<file path="config.mk">
export PLATFORM = sky130hd
export DESIGN_NAME = score_cntl_flat
export DESIGN_NICKNAME = d
export VERILOG_FILES = /design/src/rtl/pong_pkg.sv /design/src/rtl/score_cntl_if.sv /design/src/rtl/bcd_score_counter.sv /design/src/rtl/score_cntl.sv /design/src/flat_wrapper.sv
export SDC_FILE = /design/constraint.sdc
export NUM_CORES = 1
export LEC_CHECK = 0
export BUFFER_PORTS_ARGS = -buffer_cell sky130_fd_sc_hd__buf_2
export CORE_ASPECT_RATIO = 0.75
export CORE_MARGIN = 1
export CORE_UTILIZATION = 50
export DETAILED_ROUTE_END_ITERATION = 10
export HOLD_SLACK_MARGIN = 0.05
export PLACE_DENSITY = 0.7
export SYNTH_ARGS = -nofsm -noshare
export SYNTH_HDL_FRONTEND = slang
export SYNTH_HIERARCHICAL = 1
export SYNTH_SLANG_ARGS = --single-unit
</file>
<file path="constraint.sdc">
create_clock -name CLK_DRV -period 3.3 [get_ports CLK_DRV]
set_input_delay 0.66 -clock CLK_DRV [delete_from_list [all_inputs] [get_ports CLK_DRV]]
set_output_delay 0.66 -clock CLK_DRV [all_outputs]
set_load 0.01 [all_outputs]
</file>
<file path="src/rtl/pong_pkg.sv">
// Shared Pong types: BCD score struct, winning-score constants and miss FSM states.
package pong_pkg;

  typedef struct packed {
    logic       tens;
    logic [3:0] ones;
  } score_t;

  localparam score_t WIN_SCORE_11 = 5'h11;
  localparam score_t WIN_SCORE_15 = 5'h15;

  typedef enum logic [1:0] {
    IDLE  = 2'd0,
    PULSE = 2'd1,
    LOCK  = 2'd2
  } miss_state_t;

  // Packed {tens, ones} orders numerically because tens sits above a 0-9 ones digit.
  function automatic logic score_reached(input score_t s, input score_t target);
    return {s.tens, s.ones} >= {target.tens, target.ones};
  endfunction

endpackage

</file>
<file path="src/rtl/score_cntl_if.sv">
// Boundary-hit inputs, game controls and score/miss outputs of the scoring block.
interface score_cntl_if;
  logic       SRST;
  logic       ATTRACT;
  logic       HIT_LEFT;
  logic       HIT_RIGHT;
  logic       SCORE_15;
  logic       MISS_N;
  logic       STOP_G;
  logic       SCORE1_TENS;
  logic [3:0] SCORE1_ONES;
  logic       SCORE2_TENS;
  logic [3:0] SCORE2_ONES;

  modport master (
    output SRST, ATTRACT, HIT_LEFT, HIT_RIGHT, SCORE_15,
    input  MISS_N, STOP_G, SCORE1_TENS, SCORE1_ONES, SCORE2_TENS, SCORE2_ONES
  );

  modport slave (
    input  SRST, ATTRACT, HIT_LEFT, HIT_RIGHT, SCORE_15,
    output MISS_N, STOP_G, SCORE1_TENS, SCORE1_ONES, SCORE2_TENS, SCORE2_ONES
  );
endinterface

</file>
<file path="src/rtl/bcd_score_counter.sv">
// One player's BCD score: ones 0-9, tens 0-1; clr wins over inc, inh freezes it.
module bcd_score_counter
  import pong_pkg::*;
(
  input  logic   clk,
  input  logic   rst,
  input  logic   clr,
  input  logic   inc,
  input  logic   inh,
  output score_t score
);

  always_ff @(posedge clk or posedge rst) begin
    if (rst) begin
      score <= '0;
    end else if (clr) begin
      score <= '0;
    end else if (inc && !inh) begin
      if (score.ones == 4'd9) begin
        score.tens <= 1'b1;
        score.ones <= 4'd0;
      end else begin
        score.ones <= score.ones + 4'd1;
      end
    end
  end

endmodule

</file>
<file path="src/rtl/score_cntl.sv">
// Pong scoring: boundary-hit edges -> MISS_N pulse, BCD scores and STOP_G game over.
module score_cntl
  import pong_pkg::*;
#(
  parameter int MISS_CYCLES = 14318
) (
  input  logic         CLK_DRV,
  input  logic         FPGA_RESET,
  score_cntl_if.slave  bus
);

  localparam int CNT_W = (MISS_CYCLES > 1) ? $clog2(MISS_CYCLES) : 1;
  localparam logic [CNT_W-1:0] CNT_LOAD = CNT_W'(MISS_CYCLES - 1);

  miss_state_t      state, state_nxt;
  logic [CNT_W-1:0] cnt, cnt_nxt;
  logic             hit_l_q, hit_r_q;
  logic             miss_l, miss_r;
  logic             start;
  logic             miss_n_q, stop_q;
  logic             inc1, inc2, inh;
  score_t           win, score1, score2;

  assign miss_l = bus.HIT_LEFT  & ~hit_l_q;
  assign miss_r = bus.HIT_RIGHT & ~hit_r_q;

  assign win = bus.SCORE_15 ? WIN_SCORE_15 : WIN_SCORE_11;
  assign inh = score_reached(score1, win) | score_reached(score2, win);

  always_comb begin
    state_nxt = state;
    cnt_nxt   = cnt;
    start     = 1'b0;
    if (bus.SRST) begin
      state_nxt = LOCK;
    end else begin
      case (state)
        IDLE: begin
          if ((miss_l || miss_r) && !stop_q) begin
            state_nxt = PULSE;
            cnt_nxt   = CNT_LOAD;
            start     = 1'b1;
          end
        end
        PULSE: begin
          if (cnt == '0) state_nxt = LOCK;
          else           cnt_nxt   = cnt - CNT_W'(1);
        end
        LOCK: begin
          // Wait for the ball to leave both boundaries so a lingering hit cannot re-trigger.
          if (!bus.HIT_LEFT && !bus.HIT_RIGHT) state_nxt = IDLE;
        end
        default: state_nxt = IDLE;
      endcase
    end
  end

  // Left has priority when both edges land in the same cycle.
  assign inc2 = start & ~bus.ATTRACT & miss_l;
  assign inc1 = start & ~bus.ATTRACT & ~miss_l;

  always_ff @(posedge CLK_DRV or posedge FPGA_RESET) begin
    if (FPGA_RESET) begin
      state    <= IDLE;
      cnt      <= '0;
      hit_l_q  <= 1'b0;
      hit_r_q  <= 1'b0;
      miss_n_q <= 1'b1;
      stop_q   <= 1'b0;
    end else begin
      state    <= state_nxt;
      cnt      <= cnt_nxt;
      hit_l_q  <= bus.HIT_LEFT;
      hit_r_q  <= bus.HIT_RIGHT;
      miss_n_q <= (state_nxt != PULSE);
      if (bus.SRST)  stop_q <= 1'b0;
      else if (inh)  stop_q <= 1'b1;
    end
  end

  bcd_score_counter u_score1 (
    .clk   (CLK_DRV),
    .rst   (FPGA_RESET),
    .clr   (bus.SRST),
    .inc   (inc1),
    .inh   (inh),
    .score (score1)
  );

  bcd_score_counter u_score2 (
    .clk   (CLK_DRV),
    .rst   (FPGA_RESET),
    .clr   (bus.SRST),
    .inc   (inc2),
    .inh   (inh),
    .score (score2)
  );

  assign bus.MISS_N      = miss_n_q;
  assign bus.STOP_G      = stop_q;
  assign bus.SCORE1_TENS = score1.tens;
  assign bus.SCORE1_ONES = score1.ones;
  assign bus.SCORE2_TENS = score2.tens;
  assign bus.SCORE2_ONES = score2.ones;

endmodule

</file>
<file path="src/flat_wrapper.sv">
// flat-port wrapper written by rule: the top's interface ports become plain ports
module score_cntl_flat import pong_pkg::*;
#(
  parameter int MISS_CYCLES = 14318
)
  (CLK_DRV, FPGA_RESET, bus_SRST, bus_ATTRACT, bus_HIT_LEFT, bus_HIT_RIGHT, bus_SCORE_15, bus_MISS_N, bus_STOP_G, bus_SCORE1_TENS, bus_SCORE1_ONES, bus_SCORE2_TENS, bus_SCORE2_ONES);
  score_cntl_if bus_i ();
  input  logic CLK_DRV;
  input  logic FPGA_RESET;
  input wire logic [$bits(bus_i.SRST)-1:0] bus_SRST;
  input wire logic [$bits(bus_i.ATTRACT)-1:0] bus_ATTRACT;
  input wire logic [$bits(bus_i.HIT_LEFT)-1:0] bus_HIT_LEFT;
  input wire logic [$bits(bus_i.HIT_RIGHT)-1:0] bus_HIT_RIGHT;
  input wire logic [$bits(bus_i.SCORE_15)-1:0] bus_SCORE_15;
  output wire logic [$bits(bus_i.MISS_N)-1:0] bus_MISS_N;
  output wire logic [$bits(bus_i.STOP_G)-1:0] bus_STOP_G;
  output wire logic [$bits(bus_i.SCORE1_TENS)-1:0] bus_SCORE1_TENS;
  output wire logic [$bits(bus_i.SCORE1_ONES)-1:0] bus_SCORE1_ONES;
  output wire logic [$bits(bus_i.SCORE2_TENS)-1:0] bus_SCORE2_TENS;
  output wire logic [$bits(bus_i.SCORE2_ONES)-1:0] bus_SCORE2_ONES;
  assign bus_i.SRST = bus_SRST;
  assign bus_i.ATTRACT = bus_ATTRACT;
  assign bus_i.HIT_LEFT = bus_HIT_LEFT;
  assign bus_i.HIT_RIGHT = bus_HIT_RIGHT;
  assign bus_i.SCORE_15 = bus_SCORE_15;
  assign bus_MISS_N = bus_i.MISS_N;
  assign bus_STOP_G = bus_i.STOP_G;
  assign bus_SCORE1_TENS = bus_i.SCORE1_TENS;
  assign bus_SCORE1_ONES = bus_i.SCORE1_ONES;
  assign bus_SCORE2_TENS = bus_i.SCORE2_TENS;
  assign bus_SCORE2_ONES = bus_i.SCORE2_ONES;
  score_cntl #(.MISS_CYCLES(MISS_CYCLES)) u_core (.CLK_DRV(CLK_DRV), .FPGA_RESET(FPGA_RESET), .bus(bus_i));
endmodule
</file>
==> results of run 1 <==
==> power breakdown <==
part           switching, uW  total, uW  internal [uW]
Combinational           72.7        145           72.3
Clock                    125        285            160
Sequential              81.7        504            422
Total                    279        934            655
==> sequential cells by signal, summed over array words and instances (netlist names) <==
signal and flops:
u_core/cnt 14, u_core/u_score1/score 5, u_core/u_score2/score 5, u_core/state 2, u_core/bus.MISS_N 1, u_core/bus.STOP_G 1
u_core/hit_l_q 1, u_core/hit_r_q 1
==> critical path, delay by kind of cell <==
family,cells,cell delay [ns]
simple gates,4,1.11
buf+inv,1,0.19
compound gates,2,0.38
==> layout make-up <==
type	instances	share of cell area, %
Multi-Input combinational cell	133	46.6
Timing Repair Buffer	19	5.04
Inverter	14	2.71
Tap cell	40	2.58
Sequential cell	30	38.8
Clock buffer	6	4.26
==> kinds of logic (layout without fill, tap and decap cells) <==
| group | count (synthesis) | count (layout) |
|---|---|---|
| buffers and inverters | 18 | 39 |
| flip-flops | 30 | 30 |
| adder cells (fa/ha/maj) | 7 | 7 |
| AND/OR/NAND/NOR | 69 | 69 |
| AO/OA/AOI/OAI | 57 | 57 |
==> layer usage <==
layer	routed length (um)	global-route usage, %
met1	1860	29.4
met3	160	5.33
met5	0	0
met4	31	12.7
met2	1560	33.3
==> stage by stage <==
step | total power, uW | instances | hold slack [ns] | utilization, %
after detailed placement | 654 | 236 | 0.527 | 56.0
after global routing | 990 | 242 | 0.301 | 58.5
after global placement | 647 | 236 | 0.516 | 56.0
after floorplan | 612 | 181 | 0.439 | -
after CTS | 944 | 242 | 0.286 | 58.5
final | 934 | 242 | 0.285 | 58.5
==> cells in the final DEF, fill, tap and decap left out, types with 2 or more instances in the layout <==
master	instances
o22a_1	2
ha_1	7
nand2_1	13
a21oi_1	17
o31ai_1	12
nand2b_1	3
nand3_1	9
a31oi_1	4
dfrtp_1	29
inv_1	13
nor2b_1	6
o21ai_0	8
nor2_1	11
nor3_1	3
clkbuf_8	6
buf_2	18
and3b_1	3
o31a_1	3
a21o_1	2
or3_1	7
nand2b_4	2
nor4_4	2
nor4_1	3
==> worst paths after layout <==
kind | from | end | slack, ns | cells past startpoint
min in group CLK_DRV | bus_HIT_RIGHT | u_core/hit_r_q$_DFF_PP0_ | 0.51 | 1
max reg2reg | u_core/cnt[0]$_DFFE_PP0P_ | u_core/cnt[8]$_DFFE_PP0P_ | 1.16 | 7
min reg2reg | u_core/cnt[13]$_DFFE_PP0P_ | u_core/cnt[13]$_DFFE_PP0P_ | 0.54 | 1
max in group asynchronous | FPGA_RESET | u_core/bus.STOP_G$_DFFE_PP0P_ | 2.30 | 2
min | FPGA_RESET | u_core/u_score2/score[4]$_DFFE_PP0P_ | 0.28 | 2
max | bus_SRST | u_core/u_score1/score[1]$_DFFE_PP0P_ | 1.16 | 7
==> results.json, run 1 <==
{
  "nFillCells": 284,
  "endpoint_kind": "flip-flop",
  "ys_warn_count": 6,
  "setup_viol": 0,
  "hold_path_class": "input port to asynchronous set/reset pin",
  "cts_root_buffer": "clkbuf_8",
  "grt_pass1_vias": 1313,
  "p_leak_uw": 0.000819,
  "rsz0062_at_grt": "no",
  "yosys-top-cells-count": "29 x dfrtp_1, 17 x a21oi_1, 13 x inv_1, 13 x nand2_1, 12 x o31ai_1",
  "drt_iter0_markers": 70,
  "clk_latency_ns": 0.28,
  "die_h_um": 53.1,
  "htreeDepth": 2,
  "grt_start_max_net_pins": 21,
  "dr.pass1.iters": 4,
  "yosys_most_used_dff": "dfrtp_1",
  "status": "completed",
  "slew_viol_final": 0,
  "maxCapViolCount": 0,
  "critPathMaxFanout": 16,
  "preCtsSetupSlack_ns": 0.888,
  "placed_cell_area_um2": 1860,
  "synth_xor_area_share_pct": 0,
  "postSynthAreaPerCell_um2": 9.63,
  "cts_setup_buffers": 0,
  "cts.sinks": 30,
  "die_w_um": 70.2,
  "worstPathCellList": "buf_2 -> nor4_1 -> o21ai_1 -> nor3_1 -> nand2b_4 -> or3_1 -> a21oi_1",
  "worstPathArrival_ns": 2.34,
  "area_delta_synth_final_pct": 11.2,
  "vias": 1450,
  "synth_nets": 195,
  "postCtsResizedCells": 0,
  "syn_area_um2": 1740,
  "synth-compound-area-share_pct": 22.0,
  "fmax_ghz": 0.467,
  "portBuffers": 18,
  "track_usage_pct": 22.1,
  "coreArea_um2": 3310,
  "synth_cell_types": 43,
  "finalHoldViolCount": 0,
  "overflow": 0,
  "maxSlewHeadroom_pct": 50.0,
  "synth_simple_gate_area_share_pct": 24.8,
  "synthMuxAreaShare_pct": 0,
  "seq_area_frac_synth_pct": 43.1,
  "synth.most_common_cell": "dfrtp_1",
  "io_pins": 19,
  "critPathSlowestCell": "nor3_1",
  "worstPathRequired_ns": 3.50,
  "fin_crit_sh_pct": 64.9,
  "synth_seq_cells": 30,
  "initial_core_util_pct": 52.6,
  "num_rows": 18,
  "pwr_density_cell_nw_per_um2": 482,
  "cts_tree": "built",
  "setup-tns-final_ns": 0,
  "synth_top_area_share_pct": 41.6,
  "vias_per_cell": 5.99,
  "antenna_found_initial": 0,
  "gp_congestion": 0.822,
  "skew_ns": 0.00424,
  "synth-edff-count": 0,
  "crit_type": "input port to flip-flop",
  "place_hpwl_um": 2510,
  "detail_route.wl_per_cell_um": 14.9,
  "drc": 0,
  "async_flop_share_pct": 100,
  "drive_above_1_share_pct": 18.3,
  "ant_nets": 0,
  "cpPeakStageDelay_ns": 0.39,
  "cts.path.max_buffers": 2,
  "multi_input_area_um2": 903,
  "ys_top_cells_by_area": "dfrtp_1 42%, o31ai_1 5.2%, ha_1 5.0%",
  "cts_hold_buffers": 0,
  "layout.nets": 217,
  "syn-instance-count": 181,
  "ir_drop_uv": 321,
  "die_area_um2": 3730,
  "num_antenna_cells": 0,
  "cts.clk_slew.worst_paths_ns": 0.06,
  "finalCriticalPeriod_ns": 2.14,
  "stdcell_area_um2": 1940,
  "synthAdderAreaFrac_pct": 5.03,
  "synth_area_leader_cell": "dfrtp_1",
  "grt_pass1_wl_um": 6040,
  "synth_top_family_by_area": "simple AND/OR/NAND/NOR gates",
  "finalWorstSetupSlack_ns": 1.16,
  "numCtsBuffers": 5,
  "drt_wl_total_um": 3620,
  "tightestPinTransition_ns": 0.749,
  "critPathLaunchType": "input port",
  "seq_area_um2": 752
}
Power figures use the tool's default switching activity.
==> run 2, diff against run 1 <==
ABC_AREA = 1   (was not set)
PLACE_DENSITY = 0.69   (was 0.7)
clock period = 2.25 ns   (was 3.3 ns; I/O delays follow)
==> run 2 against run 1 <==
  * Flip-flop and latch count unchanged
  * First-iteration DRC count up 56%
  * Routed wire length up 5.3%
  * Combinational power rose to 2.8 times the previous value
  * Clock skew down 0.0019 ns
==> results.json, run 2 <==
{
  "status": "completed",
  "grt_pass1_wl_um": 6310,
  "io_pins": 19,
  "rr_endpoint": "u_core/cnt[0]$_DFFE_PP0P_",
  "syn_area_um2": 1870,
  "top_register": "u_core/cnt",
  "syn-instance-count": 262,
  "r2r_cells": 8,
  "placed_cell_area_um2": 2000,
  "finalCriticalPeriod_ns": 1.68,
  "synth_nets": 276,
  "endpoint_kind": "flip-flop",
  "skew_ns": 0.00234,
  "num_rows": 18,
  "worstPathArrival_ns": 1.85,
  "maxSlewHeadroom_pct": 49.2,
  "htreeDepth": 2,
  "cts_tree": "built",
  "cts_setup_buffers": 0,
  "numCtsBuffers": 5,
  "cts.path.max_buffers": 2,
  "cts.sinks": 30,
  "tightestPinTransition_ns": 0.761,
  "synth-edff-count": 0,
  "setup_viol": 0,
  "multi_input_area_um2": 961,
  "hold_path_class": "input port to asynchronous set/reset pin",
  "grt_start_max_net_pins": 21,
  "ys_top_cells_by_area": "dfrtp_1 39%, nand2_1 19%, inv_1 6.2%",
  "yosys_most_used_dff": "dfrtp_1",
  "dp.cells": 328,
  "synth_seq_cells": 30,
  "dr.pass1.iters": 4,
  "postSynthAreaPerCell_um2": 7.14,
  "gp_congestion": 0.815,
  "seq_area_um2": 752,
  "cts.clk_slew.worst_paths_ns": 0.06,
  "ant_nets": 0,
  "layout_common_cells": "96 x nand2_1, 31 x inv_1, 29 x dfrtp_1, 21 x nor2_1, 20 x nand3_1",
  "drt_iter0_markers": 109,
  "hold_slack_ns": 0.0811,
  "track_usage_pct": 21.8,
  "preCtsSetupSlack_ns": 0.557,
  "critPathMaxFanout": 15,
  "area_delta_synth_final_pct": 12.0,
  "portBuffers": 18,
  "critPathLaunchType": "flip-flop",
  "die_h_um": 55.0,
  "layout.nets": 299,
  "maxCapViolCount": 0,
  "crit_type": "flip-flop to flip-flop",
  "drt_wl_total_um": 3810,
  "num_antenna_cells": 0,
  "crit_start": "u_core/cnt[0]$_DFFE_PP0P_",
  "drc": 0,
  "die_area_um2": 4000,
  "postCtsResizedCells": 0,
  "coreArea_um2": 3420,
  "ir_drop_uv": 424,
  "cts_hold_buffers": 0,
  "rsz0062_at_grt": "no",
  "vias": 1627,
  "finalWorstSetupSlack_ns": 0.571,
  "largest_registers": "u_core/cnt x14, u_core/u_score1/score x5, u_core/u_score2/score x5",
  "cts_root_buffer": "clkbuf_8",
  "p_leak_uw": 0.00109,
  "worstPathRequired_ns": 2.42,
  "synth.most_common_cell": "nand2_1",
  "finalHoldViolCount": 0,
  "stdcell_area_um2": 2100,
  "ys_warn_count": 6,
  "critical_path.endpoint": "u_core/cnt[0]$_DFFE_PP0P_",
  "place_hpwl_um": 2770,
  "fin_crit_sh_pct": 74.6,
  "grt_pass1_vias": 1342,
  "initial_core_util_pct": 54.7,
  "synth_top_area_share_pct": 38.8,
  "detail_route.wl_per_cell_um": 11.3,
  "die_w_um": 72.7,
  "seq_area_frac_synth_pct": 40.2,
  "synth_cell_types": 22,
  "antenna_found_initial": 0,
  "largest_register_ffs": 14,
  "clk_latency_ns": 0.28,
  "r2r_start": "u_core/cnt[0]$_DFFE_PP0P_",
  "setup-tns-final_ns": 0,
  "overflow": 0,
  "slew_viol_final": 0,
  "async_flop_share_pct": 100,
  "fmax_ghz": 0.596,
  "vias_per_cell": 4.84,
  "yosys-top-cells-count": "96 x nand2_1, 31 x inv_1, 29 x dfrtp_1",
  "pwr_density_cell_nw_per_um2": 751,
  "final_common_cell": "nand2_1",
  "drive_above_1_share_pct": 18.2,
  "r2r_slack_ns": 0.57,
  "synth_area_leader_cell": "dfrtp_1",
  "nFillCells": 337,
  "instances_no_fill": 336
}
## run 2: changes by cell type after synthesis, moves of 7 or more
cell     before  now
or3_1         7    0
nand2_1      13   96
nor2_1       11   21
nand3_1       9   20
a21oi_1      17    7
o31ai_1      12    0
inv_1        13   31
nor2_2        0    7
## run 2: report_power, final
part           switching, uW  internal [uW]  leakage (uW)
sequential              98.6            626      0.000373
combinational            255            143      0.000666
clock                    205            246     0.0000482
total                    558           1020       0.00109
## run 2: cell type report
type / instances / share of cell area [%]
multi-input cells: 194 / 45.9
well taps: 50 / 2.99
repair buffers: 19 / 4.66
clock buffers: 7 / 4.12
clock inverters: 1 / 0.239
flip-flops and latches: 30 / 35.9
inverters: 35 / 6.27
## run 2: metrics by stage
stage,total power [uW],utilization [%]
floorplan,1020,-
global placement,1130,58.6
detailed placement,1130,58.6
CTS,1590,61.2
global route,1700,61.2
finish,1570,61.2
## run 2: critical path, cell delays in order (launching register included)
cell and delay, ns:
dfrtp_1 0.37, inv_1 0.07, ha_1 0.22, nand2_1 0.15, nor2_1 0.07, nand3_2 0.10, nand4_2 0.35, nand2_1 0.17
nand2_1 0.07
## run 2: kinds of logic (layout without fill, tap and decap cells)
group | count (synthesis) | in the layout | synth area share (%)
simple gates | 166 | 166 | 40.9
buf+inv | 38 | 62 | 8.49
flops | 30 | 30 | 40.2
fa+ha+maj | 7 | 7 | 4.68
compound gates | 21 | 21 | 5.75
## run 2: per-layer routing
metal | track usage [%] | vias to the layer above | routed length [um] | part of all wire (%)
met5 | 0 | - | 0 | 0
met4 | 7.84 | 0 | 47 | 1.2
met3 | 5.98 | 7 | 178 | 4.7
met2 | 29.3 | 30 | 1430 | 38
met1 | 32.7 | 724 | 2150 | 57
li1 | - | 866 | - | -
## run 2: worst min-delay path by stage
| stage | slack (ns) | startpoint | depth (start not counted) | to |
|---|---|---|---|---|
| final | 0.08 | FPGA_RESET | 2 | u_core/u_score2/score[2]$_DFFE_PP0P_ |
| after global routing | 0.09 | FPGA_RESET | 2 | u_core/u_score2/score[2]$_DFFE_PP0P_ |
| after CTS | 0.08 | FPGA_RESET | 2 | u_core/u_score2/score[4]$_DFFE_PP0P_ |
| after detailed placement | 0.39 | FPGA_RESET | 2 | u_core/u_score2/score[4]$_DFFE_PP0P_ |
| after global placement | 0.39 | FPGA_RESET | 2 | u_core/u_score1/score[0]$_DFFE_PP0P_ |
| after floorplan | 0.23 | FPGA_RESET | 1 | u_core/u_score1/score[0]$_DFFE_PP0P_ |
==> run 3, diff against run 2 <==
clock period = 1.69 ns   (was 2.25 ns; I/O delays follow)
==> run 3 against run 2 <==
  * Register-to-register slack got worse by 0.44 ns
  * Design area increased by 3.0%
  * Routed wire length increased by 1.7%
  * Total power increased by 32%
  * Clock power increased by 18%
  * Fmax increased by 8.0%
  * Count of clock-buffer cells in the layout unchanged
  * Critical endpoint is now u_core/cnt[8]$_DFFE_PP0P_
  * Critical path type unchanged
==> results.json, run 3 (synthesis results as in run 2) <==
{
  "status": "completed",
  "drive_above_1_share_pct": 19.8,
  "vias_per_cell": 4.83,
  "drt_iter0_markers": 76,
  "coreArea_um2": 3420,
  "cts_setup_buffers": 0,
  "tightestPinTransition_ns": 0.401,
  "area_delta_synth_final_pct": 15.3,
  "pwr_density_cell_nw_per_um2": 964,
  "drt_wl_total_um": 3870,
  "largest_register_ffs": 14,
  "setup_viol": 0,
  "io_pins": 19,
  "worstPathArrival_ns": 1.77,
  "r2r_slack_ns": 0.14,
  "portBuffers": 18,
  "skew_ns": 0.00491,
  "htreeDepth": 2,
  "clk_latency_ns": 0.28,
  "cts_tree": "built",
  "preCtsSetupSlack_ns": 0.113,
  "stdcell_area_um2": 2160,
  "critPathMaxFanout": 15,
  "finalCriticalPeriod_ns": 1.55,
  "final_common_cell": "nand2_1",
  "place_hpwl_um": 2970,
  "fmax_ghz": 0.643,
  "die_w_um": 72.7,
  "finalHoldViolCount": 0,
  "ir_drop_uv": 534,
  "cts.clk_slew.worst_paths_ns": 0.06,
  "num_rows": 18,
  "grt_pass1_vias": 1379,
  "drc": 0,
  "vias": 1655,
  "maxCapViolCount": 0,
  "cts.path.max_buffers": 2,
  "largest_registers": "u_core/cnt x14, u_core/u_score1/score x5, u_core/u_score2/score x5",
  "gp_congestion": 0.819,
  "hold_path_class": "input port to flip-flop",
  "finalWorstSetupSlack_ns": 0.136,
  "die_h_um": 55.0,
  "maxSlewHeadroom_pct": 73.2,
  "overflow": 0,
  "placed_cell_area_um2": 2070,
  "die_area_um2": 4000,
  "worstPathRequired_ns": 1.90,
  "power.total_uw": 2080,
  "detail_route.wl_per_cell_um": 11.3,
  "p_leak_uw": 0.00112,
  "crit_start": "u_core/cnt[0]$_DFFE_PP0P_",
  "setup-tns-final_ns": 0,
  "r2r_cells": 9,
  "critical_path.endpoint": "u_core/cnt[8]$_DFFE_PP0P_",
  "num_antenna_cells": 0,
  "rr_endpoint": "u_core/cnt[8]$_DFFE_PP0P_",
  "layout_common_cells": "96 x nand2_1, 31 x inv_1, 29 x dfrtp_1, 20 x nor2_1, 20 x nand3_1",
  "cts.sinks": 30,
  "antenna_found_initial": 0,
  "fin_crit_sh_pct": 92.0,
  "grt_start_max_net_pins": 16,
  "slew_viol_final": 0,
  "dr.pass1.iters": 4,
  "crit_type": "flip-flop to flip-flop",
  "initial_core_util_pct": 54.7,
  "r2r_start": "u_core/cnt[0]$_DFFE_PP0P_",
  "track_usage_pct": 21.9,
  "endpoint_kind": "flip-flop",
  "critPathLaunchType": "flip-flop",
  "layout.nets": 307,
  "rsz0062_at_grt": "no",
  "nFillCells": 328,
  "top_register": "u_core/cnt",
  "numCtsBuffers": 5,
  "cts_root_buffer": "clkbuf_8",
  "grt_pass1_wl_um": 6480,
  "ant_nets": 0
}
-- run 3: worst max-delay path, cell delays in order (launching register included) --
cell	delay, ns
dfrtp_1	0.36
inv_1	0.06
ha_1	0.23
nand2_1	0.12
nor2_1	0.06
nand3_2	0.10
nand2_2	0.07
nor2_4	0.31
nand2_1	0.11
nand2_1	0.08
-- run 3: worst min path at each step --
stage	depth (start not counted)	slack (ns)	from	end
2_1_floorplan	1	0.12	FPGA_RESET	u_core/u_score1/score[0]$_DFFE_PP0P_
3_3_place_gp	2	0.27	FPGA_RESET	u_core/u_score1/score[0]$_DFFE_PP0P_
3_5_place_dp	2	0.27	FPGA_RESET	u_core/u_score1/score[0]$_DFFE_PP0P_
4_1_cts	1	0.19	bus_HIT_RIGHT	u_core/hit_r_q$_DFF_PP0_
5_1_grt	1	0.20	bus_HIT_RIGHT	u_core/hit_r_q$_DFF_PP0_
6_report	1	0.20	bus_HIT_RIGHT	u_core/hit_r_q$_DFF_PP0_
-- run 3: metal layers --
metal / GRT usage (%) / vias up / wire length [um]
li1: - / 879 / -
met1: 33.5 / 730 / 2160
met2: 30.2 / 39 / 1460
met3: 4.89 / 7 / 206
met4: 6.86 / 0 / 42
met5: 0 / - / 0
-- run 3: per-stage QoR --
stage / hold slack, ns / cells / utilization [%]
floorplan: 0.117 / 262 / -
global placement: 0.268 / 335 / 60.5
detailed placement: 0.273 / 335 / 60.5
CTS: 0.189 / 343 / 63.0
global route: 0.201 / 343 / 63.0
finish: 0.197 / 343 / 63.0
-- run 3: what timing repair did --
item,in CTS,in global routing
hold buffers,1,0
setup endpoints to repair,0,3
resized for setup,0,1
hold endpoints to repair,10,0
-- run 3: final cells by class --
cell class / count / area, um^2 / area share (%)
well taps: 50 / 62.6 / 2.90
flip-flops and latches: 30 / 752 / 34.8
multi-input cells: 194 / 963 / 44.6
clock buffers: 7 / 76.3 / 3.54
repair buffers: 27 / 173 / 8.00
inverters: 35 / 131 / 6.09
-- run 3: power by group --
| part | internal, uW | switching (uW) | total [uW] | leakage [uW] |
|---|---|---|---|---|
| clock | 283 | 250 | 533 | 0.0000383 |
| sequential | 834 | 125 | 959 | 0.000373 |
| combinational | 222 | 367 | 589 | 0.000710 |
